<file path="src/rtl/stopwatch_ctrl.sv">
// ============================================================================
// Module   : stopwatch_ctrl
// Brief    : Button debounce and Start/Pause/Lap/Done control for the 4-digit
//            BCD stopwatch. Define STOPWATCH_LAP_EN to build the lap feature.
// Revision : 1.0
// ============================================================================
`default_nettype none

module stopwatch_ctrl #(
    parameter int TICK_DIV  = 10_000_000,
    parameter int DB_CYCLES = 1_000_000
) (
    input  logic       clk,
    input  logic       reset_n,
    input  logic       btn_start,
    input  logic       btn_lap,
    input  logic       btn_clr,
    input  logic       count_max,
    output logic       tick,
    output logic       clear,
    output logic       running,
    output logic       lap_hold,
    output logic [2:0] state
);

    localparam int DIV_W = $clog2(TICK_DIV);
    localparam int DB_W  = (DB_CYCLES > 1) ? $clog2(DB_CYCLES) : 1;

    localparam logic [DIV_W-1:0] DIV_LAST = DIV_W'(TICK_DIV - 1);
    localparam logic [DB_W-1:0]  DB_LAST  = DB_W'(DB_CYCLES - 1);

    localparam logic [2:0] S_IDLE  = 3'd0;
    localparam logic [2:0] S_RUN   = 3'd1;
    localparam logic [2:0] S_PAUSE = 3'd2;
    localparam logic [2:0] S_LAP   = 3'd3;
    localparam logic [2:0] S_DONE  = 3'd4;

    // Bit order: [0]=start, [1]=lap, [2]=clr
`ifdef STOPWATCH_LAP_EN
    localparam logic [2:0] BTN_EN = 3'b111;
`else
    localparam logic [2:0] BTN_EN = 3'b101;
`endif

    logic [2:0] btn_raw;
    logic [2:0] press;

    assign btn_raw = {btn_clr, btn_lap, btn_start};

    generate
        for (genvar i = 0; i < 3; i++) begin : g_btn
            if (BTN_EN[i]) begin : g_on
                logic            sync1;
                logic            sync2;
                logic            level;
                logic            level_d;
                logic [DB_W-1:0] db_cnt;

                // Level is accepted only after DB_CYCLES consecutive mismatches.
                always_ff @(posedge clk) begin
                    if (!reset_n) begin
                        sync1   <= 1'b0;
                        sync2   <= 1'b0;
                        level   <= 1'b0;
                        level_d <= 1'b0;
                        db_cnt  <= '0;
                    end else begin
                        sync1   <= btn_raw[i];
                        sync2   <= sync1;
                        level_d <= level;
                        if (sync2 == level) begin
                            db_cnt <= '0;
                        end else if (db_cnt == DB_LAST) begin
                            level  <= sync2;
                            db_cnt <= '0;
                        end else begin
                            db_cnt <= db_cnt + 1'b1;
                        end
                    end
                end

                assign press[i] = level & ~level_d;
            end else begin : g_off
                logic unused_raw;
                assign unused_raw = btn_raw[i];
                assign press[i]   = 1'b0;
            end
        end
    endgenerate

    logic             do_clr;
    logic             do_start;
    logic             do_lap;
    logic             counting;
    logic             wrap;
    logic             auto_stop;
    logic [2:0]       next_state;
    logic             next_clear;
    logic [DIV_W-1:0] div;
    logic [DIV_W-1:0] div_next;

    assign do_clr    = press[2];
    assign do_start  = press[0] & ~press[2];
    assign do_lap    = press[1] & ~press[0] & ~press[2];
    assign counting  = (state == S_RUN) || (state == S_LAP);
    assign wrap      = counting && (div == DIV_LAST);
    assign auto_stop = wrap && count_max;

    // Auto-stop outranks any press landing in the same cycle.
    always_comb begin
        next_state = state;
        next_clear = 1'b0;
        case (state)
            S_IDLE: begin
                if (do_clr) begin
                    next_clear = 1'b1;
                end else if (do_start) begin
                    next_state = S_RUN;
                end
            end
            S_RUN: begin
                if (auto_stop)     next_state = S_DONE;
                else if (do_start) next_state = S_PAUSE;
                else if (do_lap)   next_state = S_LAP;
            end
            S_PAUSE: begin
                if (do_clr) begin
                    next_state = S_IDLE;
                    next_clear = 1'b1;
                end else if (do_start) begin
                    next_state = S_RUN;
                end
            end
            S_LAP: begin
                if (auto_stop)     next_state = S_DONE;
                else if (do_start) next_state = S_PAUSE;
                else if (do_lap)   next_state = S_RUN;
            end
            S_DONE: begin
                if (do_clr) begin
                    next_state = S_IDLE;
                    next_clear = 1'b1;
                end
            end
            default: next_state = S_IDLE;
        endcase
    end

    always_comb begin
        div_next = '0;
        if (counting) begin
            div_next = wrap ? '0 : div + 1'b1;
        end else if (state == S_PAUSE) begin
            div_next = div;
        end
    end

    always_ff @(posedge clk) begin
        if (!reset_n) begin
            state   <= S_IDLE;
            div     <= '0;
            tick    <= 1'b0;
            clear   <= 1'b0;
            running <= 1'b0;
        end else begin
            state   <= next_state;
            div     <= div_next;
            tick    <= wrap & ~count_max;
            clear   <= next_clear;
            running <= (next_state == S_RUN) || (next_state == S_LAP);
        end
    end

`ifdef STOPWATCH_LAP_EN
    always_ff @(posedge clk) begin
        if (!reset_n) begin
            lap_hold <= 1'b0;
        end else begin
            lap_hold <= (next_state == S_LAP);
        end
    end
`else
    assign lap_hold = 1'b0;
`endif

endmodule

`default_nettype wire

</file>
<file path="config.mk">
export PLATFORM = sky130hd
export DESIGN_NAME = stopwatch_ctrl
export DESIGN_NICKNAME = d
export VERILOG_FILES = /design/src/rtl/stopwatch_ctrl.sv
export SDC_FILE = /design/constraint.sdc
export NUM_CORES = 1
export LEC_CHECK = 0
export CAP_MARGIN = 20
export CORE_ASPECT_RATIO = 1.1
export CORE_UTILIZATION = 50
export CTS_CLUSTER_SIZE = 24
export DETAILED_ROUTE_END_ITERATION = 10
export GPL_ROUTABILITY_DRIVEN = 0
export PLACE_DENSITY = 0.71
export SYNTH_ARGS = -nofsm -noshare
export SYNTH_HDL_FRONTEND = slang
export SYNTH_SLANG_ARGS = --single-unit
</file>
<file path="constraint.sdc">
create_clock -name clk -period 3.5 [get_ports clk]
set_input_delay 0.35 -clock clk [delete_from_list [all_inputs] [get_ports clk]]
set_output_delay 0.35 -clock clk [all_outputs]
set_load 0.02 [all_outputs]
</file>
=== After elaboration in Yosys (flattened, before gate mapping) ===
Cells that the tools add are included.

* Logic and storage cells: 64
* Output and inout bits: 7
* Bits in registers: 78

* Mux-type cells: 11
* Eq/ne operators: 12
* Reduce and logical (&&, ||, !) cells: 12
* $add $sub $neg: 3
* Bitwise logic cells: 11

{| class="wikitable"
|+ Operators with widths
! kind !! count
|-
| $mux W24 || 3
|-
| $add A20 B1 Y20 const B || 2
|-
| $eq A20 B20 Y1 const B || 2
|-
| $add A24 B1 Y24 const B || 1
|-
| $eq A24 B24 Y1 const B || 1
|-
| $mux W3 || 6
|-
| $pmux W3 S4 || 1
|-
| $eq A3 B2 Y1 const B || 3
|-
| $reduce_or A3 Y1 || 3
|-
| $not A1 Y1 || 7
|-
| $eq A3 B1 Y1 const B || 2
|-
| $reduce_and A2 Y1 || 3
|-
| $and A1 B1 Y1 || 4
|-
| $eq A3 B3 Y1 const B || 1
|-
| $logic_not A3 Y1 || 1
|-
| $eq A1 B1 Y1 || 2
|-
| $logic_and A1 B1 Y1 || 2
|-
| $logic_or A1 B1 Y1 || 2
|-
| $ne A2 B2 Y1 const B || 1
|-
| $reduce_or A2 Y1 || 1
|-
| $mux W1 || 1
|}

=== Logic depth before layout (Yosys ltp) ===
Gate-level depths: netlist of run 1.

* Depth after elaboration: 9
* Depth in mapped cells: 7

=== Least setup slack after synthesis of run 1 ===
No wires, ideal clock.

* Path type: flip-flop to flip-flop
* From: reg div[11]
* To: reg div[22]
* Path buffers: 1
* Data required time: 3378 ps
* Setup slack: 1563 ps
* Stages on the path, launching flop included: 6
* Arrival time: 1816 ps
* Path through: dfxtp_1 or4b_4 nor4_4 a211oi_2 buf_6 a221o_1

* Longest elaborated chain between the ends: 4

{| class="wikitable"
|+ RTL lines
! what !! line !! source
|-
| start, declared || 99 || <nowiki>logic [DIV_W-1:0] div;</nowiki>
|-
| start signal, assigned || 167 || <nowiki>div <= div_next;</nowiki>
|-
| branches (longest 2 deep; another with $add A24 B1 Y24) || -- ||
|-
| $mux W24 (*) || 152 || <nowiki>div_next = wrap ? '0 : div + 1'b1;</nowiki>
|-
| $mux W24 (*) || 151 || <nowiki>if (counting) begin</nowiki>
|}

Every way passes the cells marked *.
A chain may end at the register's enable or synchronous reset.

=== Worst setup path after layout of run 1 ===
* From: reg g_btn[0].g_on.db_cnt[0]
* To: reg g_btn[0].g_on.db_cnt[16]

* Longest elaborated chain between the ends: 2

{| class="wikitable"
|+ RTL lines
! what !! line !! source
|-
| start, declared || 57 || <nowiki>logic [DB_W-1:0] db_cnt;</nowiki>
|-
| start signal, assigned || 77 || <nowiki>db_cnt <= db_cnt + 1'b1;</nowiki>
|-
| branches (longest 2 deep; another with $add A20 B1 Y20) || -- ||
|}

Parallel ways; which one is timed is not known.

==> impl_metrics.csv, run 1 <==
group,metric,value,unit
logic_synthesis,synth_area_leader_cell,"dfxtp_1",
setup_path,reg2reg_from,"g_btn[0].g_on.db_cnt[0]",
setup_path,r2r_end,"g_btn[0].g_on.db_cnt[16]",
logic_synthesis,syn_area,3510,um^2
logic_synthesis,avgSynthCellArea,8.58,um^2
clocking,clk_pin_slew,0.07,ns
detailed_routing,wirelength,6760,um
timing,rsz0062_at_grt,"false",
status,status,"finished clean",
logic_synthesis,synth_edf_count,0,
logic_synthesis,synth_area_leaders,"dfxtp_1, nor2_1, xnor2_1",
setup_path,r2r_cells,6,
logic_synthesis,synth-main-ff-cell,"dfxtp_1",
clocking,cts_root_buf,"clkbuf_8",
pwr,cellPowerDensity,432,nW/um^2
grt,antenna_found_initial,0,
setup_path,r2r_slack,1.15,ns
logic_synthesis,seq_area_frac_synth,44.5,%
detailed_routing,drt_first_pass_iters,6,
logic_synthesis,ys_ff_latch,78,
die,core_area,6670,um^2
logic_synthesis,synthArstFlopShare,0,%
setup_path,crit_fanout,20,
detailed_routing,wire_per_inst,13.4,um
detailed_routing,drcViolationCount,0,
pwr,p_leak,1.20,nW
timing,worstMarginPinSlew,0.817,ns
final_layout,utilization,58.3,%
worst_hold_path,whs_path_depth,1,
final_layout,syn_to_final_growth,10.9,%
setup_path,cp-start-kind,"flip-flop",
die,io_pins,13,
die,initial_core_util,52.6,%
worst_hold_path,min_from,"g_btn[2].g_on.sync1",
final_layout,nNetsFinal,427,
worst_hold_path,worstHoldPathType,"reg2reg",
timing,finalCritPeriodShare,67.2,%
timing,finalSetupViolCount,0,
timing,fin_crit,2.35,ns
run,maxCapViolations,0,
clocking,ctsHoldBuffers,0,
die,die_x,81.9,um
timing,drv_slew,0,
timing,hold_violations,0,
detailed_routing,ant_nets,0,
final_layout,drive_gt1_share,6.38,%
logic_synthesis,synthesis.nets,418,
clocking,clk_latency,0.34,ns
die,die_h,89.9,um
detailed_routing,viasPerCell,5.58,
clocking,cts_buffer_depth,2,
pwr,peakVddDrop,0.241,mV
clocking,tritoncts,"yes",
clocking,cts_resized,0,
grt,grt_use_total,20.6,%
setup_path,required,3.69,ns
logic_synthesis,yosysWarnings,0,
worst_hold_path,min_to,"g_btn[2].g_on.sync2",
final_layout,n_antenna_cell,0,
setup_path,critPathArrivalTime,2.54,ns
grt,grt_first_pass_wirelength,11800,um
timing,clock_skew,0.00561,ns
setup_path,path_class,"reg2reg",
clocking,cts_buffers,9,
placed_design,port_buffers,10,
clocking,htree_levels,3,
detailed_routing,drt_iter0_drc,102,
grt,grt_overflow,0,
timing,fmax,425,MHz
placed_design,dpl.hpwl,4620,um
final_layout,mostFrequentLayoutCells,"nor2_1, dfxtp_1, nand2_1, nand3_1, xnor2_1",
timing,setup_tns,0,ns
timing,relSlewSlack,45.4,%
grt,grt_pass1_vias,2684,
grt,grt_max_degree,21,
die,row_count,31,
clocking,post_cts_buffers,0,
detailed_routing,via_count,2818,
clocking,cts.sinks,78,
logic_synthesis,netlist-cell-type-count,51,
logic_synthesis,synth_top_area_share,44.5,%
logic_synthesis,synthCells,409,
die,dieArea,7360,um^2
setup_path,cp-end-kind,"flip-flop",
[through the flow]
stage,instances,instance area [um^2],power [W],setup WS (ns),hold WS [ns]
3_3_place_gp,489,3660,0.000930,1.10,0.415
5_1_grt,505,3890,0.00174,0.897,0.476
4_1_cts,505,3890,0.00170,1.12,0.446
2_1_floorplan,409,3510,0.000923,1.56,0.412
3_5_place_dp,489,3660,0.000930,1.06,0.428
6_report,505,3890,0.00168,1.15,0.438
[synthesized netlist by cell type (all sizes together) (2+ instances only)]
master	instances
dfxtp	78
nor2	78
ha	3
nor4b	4
nand4	15
clkbuf	7
nor3b	3
a221o	3
or4	2
inv	10
nand2b	5
nor4	8
a31oi	5
and2	7
xnor2	24
and4	7
nand2	33
buf	7
and3	4
nand3	24
nor3	7
a22oi	2
or4b	2
xor2	21
a21oi	13
o21ai	10
mux2i	3
a41oi	2
or2	3
a211oi	4
or3	4
[final cells by class]
cell class                      instances  area [um^2]
Fill cell                             607         2780
Multi-Input combinational cell        307         1840
Sequential cell                        78         1560
Clock buffer                           13          169
Timing Repair Buffer                   12          115
Tap cell                               82          103
Clock inverter                          3         65.1
Inverter                               10         37.5
[logic make-up after synthesis]
kind of cell             share of synthesized area (%)
other                                            0.107
AO/OA/AOI/OAI                                     8.09
AND/OR/NAND/NOR                                   31.1
adder cells (fa/ha/maj)                           1.07
buffers and inverters                             3.07
multiplexers                                     0.856
flip-flops                                        44.5
XOR/XNOR                                          11.2
[worst max-delay path: stages, from the launching register on]
cell and delay (ns):
dfxtp_1 0.37, ha_1 0.23, inv_1 0.09, or2_2 0.31
nor4_1 0.43, or3_1 0.63, nor2_1 0.14
[power by group]
part / internal, W / total [W] / switching, W
Clock: 0.000460 / 0.000771 / 0.000311
Combinational: 0.00000731 / 0.0000184 / 0.0000111
Sequential: 0.000889 / 0.000891 / 0.00000160
Total: 0.00136 / 0.00168 / 0.000324
[how the worst max path moves through the flow]
| stage | startpoint | end | slack, ns | cells after the start |
|---|---|---|---|---|
| CTS | g_btn[0].g_on.db_cnt[0] | g_btn[0].g_on.db_cnt[16] | 1.12 | 6 |
| global placement | reset_n | div[23] | 1.10 | 5 |
| finish | g_btn[0].g_on.db_cnt[0] | g_btn[0].g_on.db_cnt[16] | 1.15 | 6 |
| floorplan | div[11] | div[22] | 1.56 | 5 |
| global route | g_btn[0].g_on.db_cnt[0] | g_btn[0].g_on.db_cnt[16] | 0.90 | 6 |
| detailed placement | reset_n | div[16] | 1.06 | 5 |
[metal layers]
metal | wire [um] | global-route usage, %
met3 | 171 | 3.65
met2 | 3300 | 33.8
met4 | 119 | 11.1
met1 | 3170 | 24.8
met5 | 0 | 0
[state kept, by name, indices dropped and copies added, names as in the netlist]
register / cells
clear: 1
div: 24
g_btn.g_on.db_cnt: 40
g_btn.g_on.level: 2
g_btn.g_on.level_d: 2
g_btn.g_on.sync1: 2
g_btn.g_on.sync2: 2
running: 1
state: 3
tick: 1
No activity file was read; power rests on OpenSTA's default activity.
==> inputs of run 2 (changes only) <==
Clock period 3.5 ns to 2.3 ns, I/O delays scaled along.
==> run 2 against run 1 <==
Via count increased by 1.1%. Clock skew increased by 0.0054 ns. Design area increased by 2.3%. Sequential power increased by 53%. Worst hold slack about the same. Maximum frequency increased by 9.7%. Largest cell class unchanged. Final cell count increased by 2.2%. Global-route usage decreased by 0.39 points. Critical path type unchanged. Critical endpoint is now div[20]. Routed wire length increased by 0.78%.
==> impl_metrics.csv, run 2 (synthesis gave the netlist of run 1 again) <==
group,metric,value,unit
clocking,htree_levels,3,
die,dieArea,7360,um^2
setup_path,r2r_slack,0.16,ns
timing,fin_crit,2.14,ns
setup_path,worstSetupStartpoint,"div[0]",
timing,finalCritPeriodShare,93.2,%
clocking,clk_latency,0.34,ns
pwr,p_leak,1.24,nW
setup_path,worstPathCellList,"ha_1 > nand4_1 > nor4_1 > buf_4 > nand4_1 > and3_1 > a221o_1",
setup_path,cp-end-kind,"flip-flop",
setup_path,critPathArrivalTime,2.37,ns
setup_path,max_stage_delay,0.41,ns
pwr,power,0.00252,W
timing,rsz0062_at_grt,"false",
die,die_h,89.9,um
setup_path,r2r_cells,7,
status,status,"finished clean",
timing,worstMarginPinSlew,0.609,ns
grt,grt_pass1_vias,2652,
final_layout,utilization,59.7,%
setup_path,crit_fanout,4,
detailed_routing,via_count,2848,
timing,relSlewSlack,59.1,%
final_layout,mostFrequentLayoutCells,"nor2_1, dfxtp_1, nand2_1, nand3_1, xnor2_1",
worst_hold_path,whs_path_depth,1,
timing,drv_slew,0,
clocking,cts_buffer_depth,2,
timing,setup_tns,0,ns
die,io_pins,13,
pwr,cellPowerDensity,632,nW/um^2
timing,hold_violations,0,
final_layout,syn_to_final_growth,13.4,%
die,die_x,81.9,um
timing,clock_skew,0.0110,ns
grt,grt_first_pass_wirelength,11700,um
detailed_routing,ant_nets,0,
setup_path,critical_path.slowest_cell,"nor4_1",
detailed_routing,drt_first_pass_iters,4,
pwr,peakVddDrop,0.478,mV
clocking,tritoncts,"yes",
setup_path,cp_top_family,"simple AND/OR/NAND/NOR gates",
clocking,clk_pin_slew,0.08,ns
worst_hold_path,min_to,"g_btn[0].g_on.sync2",
run,maxCapViolations,0,
grt,grt_max_degree,21,
grt,grt_use_total,20.2,%
final_layout,n_antenna_cell,0,
setup_path,r2r_end,"div[20]",
setup_path,path_class,"reg2reg",
final_layout,drive_gt1_share,8.99,%
setup_path,crit_top_cell,"nand4_1",
detailed_routing,drt_iter0_drc,138,
final_layout,top_register,"g_btn.g_on.db_cnt",
setup_path,reg2reg_from,"div[0]",
clocking,cts_buffers,9,
setup_path,cp_num_buf_inv,1,
final_layout,largest_registers,"g_btn.g_on.db_cnt (40), div (24), state (3)",
timing,fmax,466,MHz
placed_design,port_buffers,10,
final_layout,largest_reg_flops,40,
setup_path,required,2.53,ns
clocking,cts.sinks,78,
grt,antenna_found_initial,0,
detailed_routing,wirelength,6810,um
detailed_routing,viasPerCell,5.52,
die,core_area,6670,um^2
timing,finalSetupViolCount,0,
die,initial_core_util,52.6,%
final_layout,nNetsFinal,438,
worst_hold_path,worstHoldPathType,"reg2reg",
die,row_count,31,
placed_design,dpl.hpwl,4700,um
clocking,cts_root_buf,"clkbuf_8",
grt,grt_overflow,0,
detailed_routing,drcViolationCount,0,
final_layout,fillers,583,
worst_hold_path,min_from,"g_btn[0].g_on.sync1",
setup_path,cp-start-kind,"flip-flop",
detailed_routing,wire_per_inst,13.2,um
-- run 2: cell count changes in the layout (fill, tap and decap cells not counted), sizes merged --
| cell | previous run | this run |
|---|---|---|
| clkinv | 1 | 2 |
| clkbuf | 13 | 9 |
| buf | 2 | 13 |
| clkinvlp | 0 | 2 |
| inv | 10 | 11 |
-- run 2: area by class of cell --
cell class	instances	area [um^2]	area share, %
Sequential cell	78	1560	39.2
Tap cell	82	103	2.58
Inverter	10	37.5	0.943
Clock inverter	7	97.6	2.45
Clock buffer	9	124	3.11
Timing Repair Buffer	23	210	5.28
Multi-Input combinational cell	307	1850	46.4
-- run 2: what timing repair did --
item / in CTS / in global routing
endpoints found under the setup margin: 0 / 4
hold buffers: 0 / 0
resized for setup: 0 / 1
setup buffers: 0 / 0
-- run 2: worst max path at each step --
stage	end	slack, ns	cells past startpoint
6_report	div[20]	0.16	7
3_5_place_dp	div[20]	0.13	6
3_3_place_gp	div[20]	0.17	6
2_1_floorplan	div[22]	0.36	5
5_1_grt	div[20]	0.03	7
4_1_cts	div[20]	0.08	6
-- run 2: metal layers --
layer,up-vias,global-route usage [%],part of all wire (%)
met5,-,0,0
met4,0,9.65,1.6
li1,1465,-,-
met3,10,3.45,3.7
met1,1313,26.4,47
met2,60,31.7,47
-- run 2: report_power, final --
part | switching [W] | internal [W]
Sequential | 0.00000243 | 0.00135
Clock | 0.000514 | 0.000615
Combinational | 0.0000183 | 0.0000146
Total | 0.000534 | 0.00198
-- run 2: worst register-to-register path, delay by kind of cell, from the launching register on --
| family | cells | cell delay, ns |
|---|---|---|
| compound gates | 1 | 0.25 |
| fa+ha+maj | 1 | 0.21 |
| buf+inv | 1 | 0.18 |
| flops | 1 | 0.38 |
| simple gates | 4 | 1.02 |
-- run 2: metrics by stage --
stage / hold slack, ns / worst slack (ns) / cells / area (um^2)
after floorplan: 0.307 / 0.363 / 409 / 3510
after global routing: 0.455 / 0.0290 / 516 / 3980
final: 0.438 / 0.156 / 516 / 3980
after detailed placement: 0.422 / 0.128 / 500 / 3750
after global placement: 0.417 / 0.175 / 500 / 3750
after CTS: 0.438 / 0.0839 / 516 / 3970
==> inputs of run 3 (changes only) <==
Clock period 2.3 ns to 2.25 ns, I/O delays scaled along.
==> run 3 against run 2 <==
Sequential power is essentially flat. Non-clock buffer count grew 3. Largest power group unchanged. Core utilization grew 0.58 points. Via count grew 0.11%. Critical path type unchanged. Clock power grew 12%.
==> impl_metrics.csv, run 3 (synthesis gave the netlist of run 1 again) <==
group,metric,value,unit
setup_path,cp_num_buf_inv,1,
setup_path,reg2reg_from,"div[1]",
worst_hold_path,worstHoldPathType,"reg2reg",
grt,grt_max_degree,21,
timing,rsz0062_at_grt,"false",
setup_path,max_stage_delay,0.40,ns
pwr,peakVddDrop,0.503,mV
final_layout,fin_cells,519,
timing,setup_tns,0,ns
detailed_routing,drt_first_pass_iters,4,
status,status,"finished clean",
setup_path,crit_end,"div[20]",
setup_path,cp_top_family,"simple AND/OR/NAND/NOR gates",
grt,grt_pass1_vias,2731,
setup_path,path_depth,7,
grt,grt_first_pass_wirelength,12100,um
die,die_x,81.9,um
clocking,ctsHoldBuffers,0,
die,row_count,31,
timing,worstMarginPinSlew,0.545,ns
run,maxCapViolations,0,
final_layout,n_antenna_cell,0,
setup_path,crit_fanout,4,
detailed_routing,drt_iter0_drc,86,
setup_path,crit_top_cell,"nand4_1",
placed_design,placed_cells,503,
final_layout,syn_to_final_growth,14.5,%
detailed_routing,wire_per_inst,13.4,um
setup_path,path_class,"reg2reg",
detailed_routing,viasPerCell,5.49,
clocking,clk_pin_slew,0.08,ns
clocking,clk_latency,0.35,ns
final_layout,top_register,"g_btn.g_on.db_cnt",
final_layout,fillers,596,
pwr,p_leak,1.27,nW
clocking,cts_buffer_depth,2,
grt,grt_use_total,21.0,%
die,dieArea,7360,um^2
final_layout,largest_registers,"g_btn.g_on.db_cnt (40), div (24), state (3)",
setup_path,required,2.49,ns
final_layout,mostFrequentLayoutCells,"nor2_1, dfxtp_1, nand2_1, nand3_1, xnor2_1",
timing,hold_violations,0,
timing,relSlewSlack,63.5,%
die,core_area,6670,um^2
clocking,cts.sinks,78,
placed_design,dp_slack,0.172,ns
clocking,htree_levels,3,
setup_path,cp-end-kind,"flip-flop",
clocking,cts_root_buf,"clkbuf_8",
setup_path,cp-start-kind,"flip-flop",
setup_path,worstPathCellList,"ha_1 > nand4_1 > nor4_1 > buf_4 > nand4_1 > and3_1 > a221o_1",
detailed_routing,wirelength,6940,um
clocking,tritoncts,"yes",
timing,fmax,469,MHz
timing,fin_crit,2.13,ns
placed_design,dpl.hpwl,4830,um
final_layout,largest_reg_flops,40,
timing,drv_slew,0,
placed_design,port_buffers,10,
grt,grt_overflow,0,
timing,finalCritPeriodShare,94.8,%
setup_path,r2r_cells,7,
detailed_routing,drcViolationCount,0,
clocking,cts_buffers,9,
setup_path,critical_path.slowest_cell,"dfxtp_1",
detailed_routing,ant_nets,0,
die,die_h,89.9,um
timing,clock_skew,0.00500,ns
setup_path,worstSetupStartpoint,"div[1]",
final_layout,nNetsFinal,441,
die,io_pins,13,
setup_path,critPathArrivalTime,2.37,ns
setup_path,r2r_slack,0.12,ns
final_layout,drive_gt1_share,9.15,%
final_layout,utilization,60.3,%
die,initial_core_util,52.6,%
timing,worst_slack,0.118,ns
pwr,cellPowerDensity,665,nW/um^2
grt,antenna_found_initial,0,
detailed_routing,via_count,2851,
timing,finalSetupViolCount,0,
setup_path,r2r_end,"div[20]",
run 3: changes by cell type in the layout (fill, tap and decap cells not counted):
| cell | previous run | this run |
|---|---|---|
| buf_4 | 12 | 15 |
| bufinv_16 | 2 | 3 |
| clkbuf_1 | 0 | 2 |
| clkinv_2 | 1 | 0 |
| clkinv_4 | 1 | 0 |
| clkinvlp_4 | 2 | 1 |
run 3: report_power, final:
| part | switching, W | internal (W) | leakage [nW] |
|---|---|---|---|
| Clock | 0.000514 | 0.000742 | 0.114 |
| Sequential | 0.00000241 | 0.00138 | 0.629 |
| Combinational | 0.0000182 | 0.0000150 | 0.524 |
| Total | 0.000535 | 0.00214 | 1.27 |
run 3: worst register-to-register path, stage by stage (launching register included):
cell     delay, ns
dfxtp_1       0.40
ha_1          0.23
nand4_1       0.27
nor4_1        0.38
buf_4         0.18
nand4_1       0.10
and3_1        0.21
a221o_1       0.26
run 3: final cells by class:
type,instances,area (um^2),share of cell area [%]
Clock buffer,11,131,3.27
Clock inverter,5,106,2.65
Inverter,10,37.5,0.934
Multi-Input combinational cell,307,1850,46.0
Sequential cell,78,1560,38.8
Tap cell,82,103,2.55
Timing Repair Buffer,26,233,5.79
run 3: worst min path at each step:
| stage | start | end | slack, ns | cells past startpoint |
|---|---|---|---|---|
| 2_1_floorplan | count_max | tick | 0.30 | 1 |
| 3_3_place_gp | g_btn[0].g_on.sync1 | g_btn[0].g_on.sync2 | 0.41 | 1 |
| 3_5_place_dp | g_btn[0].g_on.sync1 | g_btn[0].g_on.sync2 | 0.42 | 1 |
| 4_1_cts | g_btn[0].g_on.sync1 | g_btn[0].g_on.sync2 | 0.44 | 1 |
| 5_1_grt | g_btn[2].g_on.sync1 | g_btn[2].g_on.sync2 | 0.45 | 1 |
| 6_report | g_btn[0].g_on.sync1 | g_btn[0].g_on.sync2 | 0.43 | 1 |
run 3: timing repair:
item	4_1_cts	5_1_grt
setup endpoints to repair	0	7
buffers inserted	0	0
gates resized for setup	0	1
run 3: stage by stage:
step           hold WS (ns)  instance area, um^2  power [W]
2_1_floorplan         0.302                 3510    0.00144
3_3_place_gp          0.414                 3770    0.00145
3_5_place_dp          0.419                 3770    0.00145
4_1_cts               0.435                 4010    0.00270
5_1_grt               0.454                 4020    0.00276
6_report              0.430                 4020    0.00268
run 3: metal layers:
layer  vias up  track usage, %  wire [um]  share of wire (%)
met1      1328            25.7       3200                 46
li1       1461               -          -                  -
met3        14            4.67        217                3.1
met4         0            10.5        171                2.5
met5         -               0          0                  0
met2        48            33.7       3350                 48
